[src/rtl/dmem_pkg.sv]
// dmem_pkg: shared constants and types for the dmem_arbiter slice.
//   DMEM_ADDR_W / DMEM_DATA_W : default word-address and data widths (32x32 RAM)
//   state_t                   : arbiter FSM encoding (IDLE, ISSUE, RESP)
//   RAM_READ / RAM_WRITE      : values of the RAM readWrite strobe
//   port_onehot()             : maps a requester id onto its one-hot pulse vector
// Optional feature macro used by this slice: DMEM_RR_ARB_EN (round-robin arbitration).
package dmem_pkg;

  localparam int DMEM_ADDR_W = 5;
  localparam int DMEM_DATA_W = 32;

  typedef enum logic [1:0] {
    IDLE  = 2'd0,
    ISSUE = 2'd1,
    RESP  = 2'd2
  } state_t;

  localparam logic RAM_READ  = 1'b1;
  localparam logic RAM_WRITE = 1'b0;

  // One-hot pulse vector {port1, port0} for a requester id.
  function automatic logic [1:0] port_onehot(input logic id);
    logic [1:0] oh;
    if (id) begin
      oh = 2'b10;
    end else begin
      oh = 2'b01;
    end
    return oh;
  endfunction

endpackage

[src/rtl/dmem_arb2.sv]
// dmem_arb2: two-way request arbiter for dmem_arbiter.
//   req[1:0] in  : request vector {port1, port0}
//   req_any  out : at least one request is present
//   pick     out : winning port id (only meaningful while req_any)
//   clk, rst_n, update (present only with DMEM_RR_ARB_EN):
//                  pointer clock/reset and "a grant is being made" strobe
// With DMEM_RR_ARB_EN defined the winner of a tie is the port not granted last;
// the pointer resets to port 1 so port 0 wins the first tie. Without it, port 0
// always wins and no pointer state exists.
module dmem_arb2 (
  input  logic [1:0] req,
  output logic       req_any,
  output logic       pick
`ifdef DMEM_RR_ARB_EN
  ,
  input  logic       clk,
  input  logic       rst_n,
  input  logic       update
`endif
);

  assign req_any = req[0] | req[1];

`ifdef DMEM_RR_ARB_EN
  logic last_r;

  // Winner selection: a tie goes to the port that was not granted last.
  always_comb begin
    pick = 1'b0;
    if (req == 2'b11) begin
      pick = ~last_r;
    end else if (req[1]) begin
      pick = 1'b1;
    end else begin
      pick = 1'b0;
    end
  end

  // Last-grant pointer, advanced whenever the arbiter hands out a grant.
  always_ff @(posedge clk or negedge rst_n) begin
    if (!rst_n) begin
      last_r <= 1'b1;
    end else if (update) begin
      last_r <= pick;
    end else begin
      last_r <= last_r;
    end
  end
`else
  // Winner selection: fixed priority, port 0 always first.
  always_comb begin
    pick = 1'b0;
    if (req[0]) begin
      pick = 1'b0;
    end else if (req[1]) begin
      pick = 1'b1;
    end else begin
      pick = 1'b0;
    end
  end
`endif

endmodule

[src/rtl/dmem_arbiter.sv]
// dmem_arbiter: shares a single-port synchronous data RAM between the core
// load/store unit (port 0) and the program/debug loader (port 1).
// Each access runs IDLE -> ISSUE (-> RESP for reads) -> IDLE.
// Ports:
//   clk, rst_n                 clock, async active-low reset
//   m0_*/m1_* req,we,addr,wdata requester inputs (req held until gnt)
//   m0_gnt/m1_gnt              1-cycle grant pulse (during ISSUE)
//   m0_rvalid/m1_rvalid        1-cycle read-data-valid pulse (during RESP)
//   m_rdata                    shared read data, qualified by rvalid
//   ram_dataIN/ram_address/ram_readWrite  RAM command (readWrite 1 = read)
//   ram_dataOUT                RAM registered read data
// Build option: define DMEM_RR_ARB_EN for round-robin arbitration; otherwise
// port 0 has fixed priority.
module dmem_arbiter
  import dmem_pkg::*;
#(
  parameter int ADDR_W = DMEM_ADDR_W,
  parameter int DATA_W = DMEM_DATA_W
) (
  input  logic              clk,
  input  logic              rst_n,
  input  logic              m0_req,
  input  logic              m0_we,
  input  logic [ADDR_W-1:0] m0_addr,
  input  logic [DATA_W-1:0] m0_wdata,
  input  logic              m1_req,
  input  logic              m1_we,
  input  logic [ADDR_W-1:0] m1_addr,
  input  logic [DATA_W-1:0] m1_wdata,
  output logic              m0_gnt,
  output logic              m1_gnt,
  output logic              m0_rvalid,
  output logic              m1_rvalid,
  output logic [DATA_W-1:0] m_rdata,
  output logic [DATA_W-1:0] ram_dataIN,
  output logic [ADDR_W-1:0] ram_address,
  output logic              ram_readWrite,
  input  logic [DATA_W-1:0] ram_dataOUT
);

  state_t            state_r;
  logic              id_r;
  logic              we_r;
  logic [1:0]        gnt_r;
  logic [1:0]        rvalid_r;
  logic [DATA_W-1:0] rdata_hold_r;

  logic              req_any_s;
  logic              pick_s;
  logic              sel_we_s;
  logic [ADDR_W-1:0] sel_addr_s;
  logic [DATA_W-1:0] sel_wdata_s;

`ifdef DMEM_RR_ARB_EN
  logic              arb_update_s;
  assign arb_update_s = (state_r == IDLE) && req_any_s;
`endif

  dmem_arb2 u_arb (
    .req     ({m1_req, m0_req}),
    .req_any (req_any_s),
    .pick    (pick_s)
`ifdef DMEM_RR_ARB_EN
    ,
    .clk     (clk),
    .rst_n   (rst_n),
    .update  (arb_update_s)
`endif
  );

  // Route the winning requester's command towards the request latch.
  always_comb begin
    sel_we_s    = 1'b0;
    sel_addr_s  = '0;
    sel_wdata_s = '0;
    if (pick_s) begin
      sel_we_s    = m1_we;
      sel_addr_s  = m1_addr;
      sel_wdata_s = m1_wdata;
    end else begin
      sel_we_s    = m0_we;
      sel_addr_s  = m0_addr;
      sel_wdata_s = m0_wdata;
    end
  end

  // Access sequencer: latches the winner in IDLE, drives the RAM in ISSUE,
  // returns read data in RESP. ram_readWrite is only RAM_WRITE during the
  // ISSUE cycle of a write, so the RAM never sees a stray write strobe.
  always_ff @(posedge clk or negedge rst_n) begin
    if (!rst_n) begin
      state_r       <= IDLE;
      id_r          <= 1'b0;
      we_r          <= 1'b0;
      gnt_r         <= 2'b00;
      rvalid_r      <= 2'b00;
      rdata_hold_r  <= '0;
      ram_readWrite <= RAM_READ;
      ram_address   <= '0;
      ram_dataIN    <= '0;
    end else begin
      case (state_r)
        IDLE: begin
          gnt_r         <= 2'b00;
          rvalid_r      <= 2'b00;
          ram_readWrite <= RAM_READ;
          if (req_any_s) begin
            state_r       <= ISSUE;
            id_r          <= pick_s;
            we_r          <= sel_we_s;
            ram_address   <= sel_addr_s;
            ram_dataIN    <= sel_wdata_s;
            ram_readWrite <= sel_we_s ? RAM_WRITE : RAM_READ;
            gnt_r         <= port_onehot(pick_s);
          end else begin
            state_r <= IDLE;
          end
        end
        ISSUE: begin
          gnt_r         <= 2'b00;
          ram_readWrite <= RAM_READ;
          if (we_r) begin
            state_r  <= IDLE;
            rvalid_r <= 2'b00;
          end else begin
            state_r  <= RESP;
            rvalid_r <= port_onehot(id_r);
          end
        end
        RESP: begin
          gnt_r         <= 2'b00;
          rvalid_r      <= 2'b00;
          ram_readWrite <= RAM_READ;
          rdata_hold_r  <= ram_dataOUT;
          state_r       <= IDLE;
        end
        default: begin
          gnt_r         <= 2'b00;
          rvalid_r      <= 2'b00;
          ram_readWrite <= RAM_READ;
          state_r       <= IDLE;
        end
      endcase
    end
  end

  assign m0_gnt    = gnt_r[0];
  assign m1_gnt    = gnt_r[1];
  assign m0_rvalid = rvalid_r[0];
  assign m1_rvalid = rvalid_r[1];

  // The RAM's own output register provides the RESP-cycle data, so read
  // data passes straight through while rvalid is high and is held from
  // a register afterwards; this keeps rvalid two cycles after the request.
  assign m_rdata = (state_r == RESP) ? ram_dataOUT : rdata_hold_r;

endmodule
[config.mk]
export PLATFORM = sky130hd
export DESIGN_NAME = dmem_arbiter
export DESIGN_NICKNAME = d
export VERILOG_FILES = /design/src/rtl/dmem_pkg.sv /design/src/rtl/dmem_arb2.sv /design/src/rtl/dmem_arbiter.sv
export SDC_FILE = /design/constraint.sdc
export NUM_CORES = 1
export LEC_CHECK = 0
export ABC_AREA = 0
export CAP_MARGIN = 20
export CELL_PAD_IN_SITES_DETAIL_PLACEMENT = 0
export CELL_PAD_IN_SITES_GLOBAL_PLACEMENT = 1
export CORE_MARGIN = 2
export CORE_UTILIZATION = 27
export DETAILED_ROUTE_END_ITERATION = 6
export HOLD_SLACK_MARGIN = 0.1
export PLACE_DENSITY_LB_ADDON = 0.2
export SLEW_MARGIN = 20
export SYNTH_ARGS = -nofsm -noshare
export SYNTH_HDL_FRONTEND = slang
export SYNTH_SLANG_ARGS = --single-unit
[constraint.sdc]
create_clock -name clk -period 1.4 [get_ports clk]
set_input_delay 0.28 -clock clk [delete_from_list [all_inputs] [get_ports clk]]
set_output_delay 0.28 -clock clk [all_outputs]
set_load 0.02 [all_outputs]
==> key figures, run 1 <==
Status
  • Status: complete, but fails checks
  • Failing checks: setup timing

STA
  • RSZ-0062 raised after global routing: true
  • Slew Viols, Final: 0
  • Setup TNS: -24,180 ps
  • Hold Fails Final Rpt: 0
  • FMAX: ~530 MHz
  • Setup Viol. Count Final: 71
  • Fin crit share: 1.36
  • Crit path time final: between 1500 and 2000 ps
  • Setup Skew: just over 4 ps
  • Worst-Margin Slew: ~360 ps
  • Final Worst Setup Slack: -500 ps
  • Slew HR: 0.762

Logic synthesis
  • Top cell type by total area after synthesis: dfrtp_1
  • Seq cells post-synth: 78
  • Async S/R FF share, synth: 1.00
  • Primary FF master, synth: dfrtp_1
  • Syn Nets: approximately 320
  • Top post-synthesis cells by count: 84 x mux2_2, 77 x dfrtp_1, 20 x mux2_4, 8 x buf_2
  • Synth warnings: 0
  • Mapped Avg Cell Area: between 15 and 20 um2
  • Synth area leaders: dfrtp_1 57%, mux2_2 28%, mux2_4 8.8%
  • Post-synthesis sequential area ratio: 0.575
  • Mux cell area share after synthesis: 0.379
  • Mapped Cells: 211
  • Distinct cells, synth: 20
  • Compound-cell area share of the yosys netlist: 0.00368
  • Post-Synth Simple-Gate Area: 0.0192
  • Largest family of logic cells by synthesized area: multiplexers
  • Mapped Area: ~3400 um2
  • Most frequent cell after synthesis: mux2_2
  • Post-Synth XOR/XNOR Area: 0
  • Post-synth EDFFs: 0
  • Post-synth top area share: 0.567
  • Area share of fa/ha/maj cells after synthesis: 0

Detailed routing
  • # DRC: 0
  • Iteration-0 DRC count of the detailed router: ~70
  • Routed vias/inst: slightly above 4
  • Via count: 2,569
  • Routed length per instance: 15.4 um
  • Drt first pass iters: 4
  • Antenna viol nets, final: 0
  • Post-Route WL: ~9600 um

Critical path
  • Critical path required time: between 1000 and 1500 ps
  • Critical Path Sink Type: primary output
  • R2r setup slk: -310 ps
  • R2r worst-path depth: 8
  • WP data arrival: ~1600 ps
  • Critical path class: flip-flop to primary output
  • CP Launch Type: flip-flop
  • Max Fanout on Critical Path: 8

Power and ir drop
  • Max IR drop VDD: between 700 and 800 uV
  • LEAKAGE: 3.03 nW
  • Design Power: around 15 mW
  • PD cells: about 2300 nW/um2

CTS
  • Clock sink count: between 70 and 80
  • Bufs on Longest Clock Path: 2
  • H-tree Lvls: 3
  • CTS tree: built
  • Num CTS Buffers: 9
  • Clk slew on worst S/H paths: ~60 ps
  • CTS root buf: clkbuf_16
  • Worst-skew pair later-pin latency: about 330 ps

Final layout
  • Filler instances: about 1,000
  • Area Overhead vs Synth: 93.0%
  • Layout cells sized above 1: 0.468
  • Final std cells w/o fill: approximately 620
  • Post-route cell area: 6560 um2
  • Final #Nets: 562

Placement
  • Post-Place Cell Area: approximately 5700 um2
  • IO Port Bufs: 185
  • DP Worst Slack: -554 ps
  • DP HPWL: approximately 6600 um
  • Placed Instances: 570
  • Routability congestion estimate: 0.702

Global route
  • Total GRT Usage: 0.149
  • Largest net degree at the start of global routing: 32
  • Total grt overflow: 0
  • Initial antenna violation count: 1
  • First-pass GRT wire length: approximately 15,000 um
  • Via count of the first global-routing pass: 2,829

Die
  • DIE WIDTH: about 120 um
  • DIE AREA: between 10,000 and 15,000 um2
  • Initial Util: 0.279
  • Core area: roughly 12,000 um2
  • Ports: around 190
  • Die Y: 116 um
  • FP Rows: 40

Hold path
  • Worst Hold Class: input pin to asynchronous set/reset pin

Run
  • Max cap viols: 0
[area by class of cell]
class	count	area (um2)	share of cell area
Antenna cell	1	2.50	0.000382
Clock buffer	11	233	0.0355
Clock inverter	5	50.0	0.00763
Inverter	1	3.75	0.000572
Multi-Input combinational cell	120	1580	0.242
Sequential cell	78	1950	0.298
Tap cell	168	210	0.0321
Timing Repair Buffer	240	2520	0.384
[power by group]
group	leakage (nW)	switching (mW)	internal, mW
clock	0.143	0.876	1.37
sequential	0.924	0.473	3.40
combinational	1.97	3.79	5.37
[path summary, 6_finish.rpt]
kind,start,end
max in group asynchronous,rst_n,ram_readWrite
worst min-delay path,rst_n,rdata_hold_r[30]
worst max-delay path,state_r[0],m_rdata[1]
worst min register to register,we_r,state_r[1]
min in group clk,we_r,state_r[1]
worst max register to register,state_r[0],ram_address[2]
[flip-flops by register name, indices dropped and copies added (netlist names)]
signal / cells
rvalid_r: 2
ram_dataIN: 32
we_r: 1
id_r: 1
ram_address: 5
gnt_r: 2
rdata_hold_r: 32
ram_readWrite: 1
state_r: 2
[through the flow]
stage | hold WS (ps) | util
3_3_place_gp | 214 | 0.471
4_1_cts | 404 | 0.538
6_report | 409 | 0.539
3_5_place_dp | 223 | 0.471
2_1_floorplan | -15.6 | -
5_1_grt | 432 | 0.539
[layout by cell type, fill, tap and decap left out]
master           Yosys  routed
dlygate4sd2_1        0      41
mux2i_1              2       2
inv_1                1       1
nand2b_1             1       1
diode_2              0       1
dfrtp_1             77      77
buf_16               0       2
nor2_1               2       1
nor2_4               0       1
nor2b_4              0       1
buf_2                8       1
clkbuf_16            0       9
buf_6                2      44
dfstp_2              1       1
dlygate4sd3_1        0       1
o21a_4               0       1
bufinv_16            0       1
clkinv_2             0       4
mux2_4              20      72
buf_4                1      25
mux2_2              84      34
nor2b_1              2       1
buf_8                0       3
and2_1               2       2
nor3b_1              1       1
clkdlybuf4s50_1      0     109
clkbuf_1             1       2
a21oi_1              1       1
nand2b_4             1       1
nor3_1               1       1
buf_12               0      13
dlymetal6s2s_1       0       1
[per-layer routing]
layer / up-vias / GRT usage / wire (um)
met5: - / 0 / 0
met4: 0 / 0.0357 / 67
met3: 4 / 0.0711 / 933
met2: 128 / 0.249 / 4610
met1: 1217 / 0.174 / 4030
li1: 1220 / - / -
[logic make-up (layout without fill, tap and decap cells)]
| kind of cell | count (synthesis) | after routing |
|---|---|---|
| AO/OA/AOI/OAI | 2 | 2 |
| buffers and inverters | 13 | 257 |
| flip-flops | 78 | 78 |
| multiplexers | 108 | 108 |
| other | 0 | 1 |
| AND/OR/NAND/NOR | 10 | 10 |
[critical path, cell delays in order, from the launching register on]
cell and delay (ps):
dfrtp_1 410, nor2b_4 130, buf_12 150, buf_16 140, mux2_4 320, buf_6 130
[repair_timing]
item | CTS | global route
resized for setup | 277 | 23
hold buffers | 1 | 0
setup buffers | 31 | 8
endpoints found under the setup margin | 112 | 85
gates cloned | 5 | 0
pin swaps | 1 | 1
hold endpoints to repair | 22 | 0
Note: power is estimated with default switching activity, not from simulation.
==> inputs of run 2 (changes only) <==
- SLEW_MARGIN: 20 -> 15
==> results of run 2 <==
Final layout, timing and power as in run 1 (identical DEF).
==> inputs of run 3 (changes only) <==
- CTS_BUF_LIST: not set -> sky130_fd_sc_hd__clkbuf_8 sky130_fd_sc_hd__clkbuf_16
- CTS_CLUSTER_SIZE: not set -> 16
- TNS_END_PERCENT: not set -> 5
==> key figures, run 3 (same netlist as run 1, synthesis figures left out) <==
Status
  • Status: complete, but fails checks (unchanged)
  • Failing checks: setup timing (unchanged)

Critical path
  • Slowest stage delay, CP: 400 ps (was 410 ps)
  • WP data arrival: 1620 ps (about the same)
  • Max Fanout on Critical Path: 8 (unchanged)
  • Cells along the critical path: nor2b_4 -> buf_12 -> buf_12 -> mux2_4 -> buf_6 (was nor2b_4 -> buf_12 -> buf_16 -> mux2_4 -> buf_6)
  • Cell mode on critical path: buf_12
  • Critical path required time: 1120 ps (about the same)
  • CP Launch Type: flip-flop (unchanged)
  • Critical path class: flip-flop to primary output (unchanged)
  • Crit path max-delay cell type: dfrtp_1 (unchanged)
  • Critical Path Sink Type: primary output (unchanged)

Final layout
  • Register area: 1950 um2 (unchanged)
  • Final #Nets: 537 (was 562)
  • Area occupied by multi-input gates: 1520 um2 (was 1580 um2)
  • Area Overhead vs Synth: 82.8% (was 93.0%)
  • Final core utilization: 0.510 (was 0.539)
  • Leading cell type in the layout, fill and taps excluded: clkdlybuf4s50_1 (unchanged)
  • Commonest cells after routing, fill and taps aside: 108 x clkdlybuf4s50_1, 77 x dfrtp_1, 55 x mux2_4, 51 x mux2_2, 43 x dlygate4sd2_1 (was 109 x clkdlybuf4s50_1, 77 x dfrtp_1, 72 x mux2_4, 44 x buf_6, 41 x dlygate4sd2_1)
  • Layout cells sized above 1: 0.437 (was 0.468)
  • Top flop regs: ram_dataIN (32), rdata_hold_r (32), ram_address (5) (unchanged)
  • Filler instances: 1,081 (was 1,048)

STA
  • Slew HR: 0.760 (was 0.762)
  • Hold Fails Final Rpt: 0 (unchanged)
  • RSZ-0062 raised after global routing: true (unchanged)
  • Setup Viol. Count Final: 69 (was 71)
  • Slew Viols, Final: 0 (unchanged)
  • Fin crit share: 1.36 (about the same)
  • Crit path time final: 1900 ps (about the same)
  • Final Worst Setup Slack: -501 ps (was -500 ps)
  • FMAX: 526 MHz (about the same)
  • Setup TNS: -23,480 ps (was -24,180 ps)
  • Setup Skew: 3.47 ps (was 4.03 ps)
  • Worst-Margin Slew: 360 ps (was 356 ps)

Global route
  • Via count of the first global-routing pass: 2,687 (was 2,829)
  • Initial antenna violation count: 2 (was 1)
  • First-pass GRT wire length: 14,000 um (was 15,100 um)
  • Total GRT Usage: 0.138 (was 0.149)
  • Total grt overflow: 0 (unchanged)
  • Largest net degree at the start of global routing: 32 (unchanged)

Die
  • Die Y: 116 um (unchanged)
  • Ports: 186 (unchanged)
  • Core area: 12,200 um2 (unchanged)
  • FP Rows: 40 (unchanged)
  • Initial Util: 0.279 (unchanged)
  • DIE AREA: 13,500 um2 (unchanged)
  • DIE WIDTH: 116 um (unchanged)

Detailed routing
  • Wl on met1: 3720 um (was 4030 um)
  • Drt first pass iters: 4 (unchanged)
  • Iteration-0 DRC count of the detailed router: 67 (was 69)
  • # DRC: 0 (unchanged)
  • Highest routed layer: met4 (unchanged)
  • Antenna viol nets, final: 0 (unchanged)
  • Routed length per instance: 14.9 um (was 15.4 um)
  • WL met2: 4260 um (was 4610 um)
  • Met3 wire len: 899 um (was 933 um)
  • Routed vias/inst: 4.13 (was 4.12)
  • Post-Route WL: 8950 um (was 9640 um)
  • Via count: 2,475 (was 2,569)

Power and ir drop
  • Pint: 9.16 mW (was 10.1 mW)
  • PD cells: 2250 nW/um2 (was 2330 nW/um2)
  • Max IR drop VDD: 697 uV (was 728 uV)
  • LEAKAGE: 2.81 nW (was 3.03 nW)
  • Sw Ratio: 0.344 (was 0.336)
  • Clock network power share: 0.159 (was 0.147)
  • Register share of total power: 0.276 (was 0.254)
  • NetSw: 4.81 mW (was 5.14 mW)
  • Comb power frac: 0.565 (was 0.600)

Placement
  • DP HPWL: 6590 um (unchanged)
  • IO Port Bufs: 185 (unchanged)
  • Routability congestion estimate: 0.702 (unchanged)

CTS
  • Clock sink count: 78 (unchanged)
  • Worst-skew pair later-pin latency: 330 ps (about the same)
  • CTS root buf: clkbuf_16 (unchanged)
  • CTS tree: built (unchanged)
  • Bufs on Longest Clock Path: 2 (unchanged)
  • Clk slew on worst S/H paths: 60 ps (about the same)
  • H-tree Lvls: 3 (unchanged)
  • Num CTS Buffers: 9 (unchanged)

Hold path
  • Worst Hold Class: input pin to asynchronous set/reset pin (unchanged)

Run
  • Max cap viols: 0 (unchanged)
## run 3: through the flow
step	power (mW)	instance area (um2)	hold WS (ps)	instances	setup slack [ps]
final	14.0	6210	410	600	-501
after global routing	14.8	6210	432	600	-566
after CTS	14.1	6160	404	594	-528
after detailed placement	11.5	5730	223	570	-554
after global placement	11.4	5730	214	570	-521
after floorplan	8.06	3540	-15.6	211	-34.4
## run 3: final cells by class
class,count,share of cell area
timing repair buffer,215,0.360
sequential,78,0.315
multi-input combinational,120,0.245
clock buffer,9,0.0363
tap,168,0.0339
clock inverter,7,0.00927
antenna,2,0.000806
inverter,1,0.000605
## run 3: final timing paths
path	from	end	slack, ps	cells past startpoint
worst min register to register	we_r	state_r[1]	450	1
worst max-delay path	state_r[0]	m_rdata[31]	-500	5
max in group asynchronous	rst_n	ram_readWrite	430	3
min in group clk	m0_req	gnt_r[0]	440	3
worst max register to register	state_r[0]	ram_dataIN[23]	-270	6
worst min-delay path	rst_n	rdata_hold_r[29]	410	2
## run 3: critical path, delay by kind of cell (launching register included)
family / cells / cell delay [ps]
mux: 1 / 320
simple gates: 1 / 130
flops: 1 / 400
buf+inv: 3 / 430
## run 3: routing by layer
metal | track usage | up-vias
met1 | 0.161 | 1169
li1 | - | 1169
met5 | 0 | -
met2 | 0.225 | 132
met3 | 0.0690 | 5
met4 | 0.0357 | 0
## run 3: repair_timing
action / 4_1_cts / 5_1_grt
setup buffers: 5 / 4
hold buffers: 1 / 0
endpoints found under the hold margin: 22 / 0
resized for setup: 254 / 4
cloned: 2 / 0
setup endpoints to repair: 112 / 71
## run 3: power by group through the flow
| stage | clock [mW] | combinational [mW] | sequential, mW |
|---|---|---|---|
| 2_1_floorplan | 0 | 3.49 | 4.57 |
| 3_3_place_gp | 0 | 7.48 | 3.87 |
| 3_5_place_dp | 0 | 7.57 | 3.89 |
| 4_1_cts | 2.34 | 7.85 | 3.87 |
| 5_1_grt | 2.44 | 8.38 | 4.00 |
| 6_report | 2.23 | 7.89 | 3.85 |
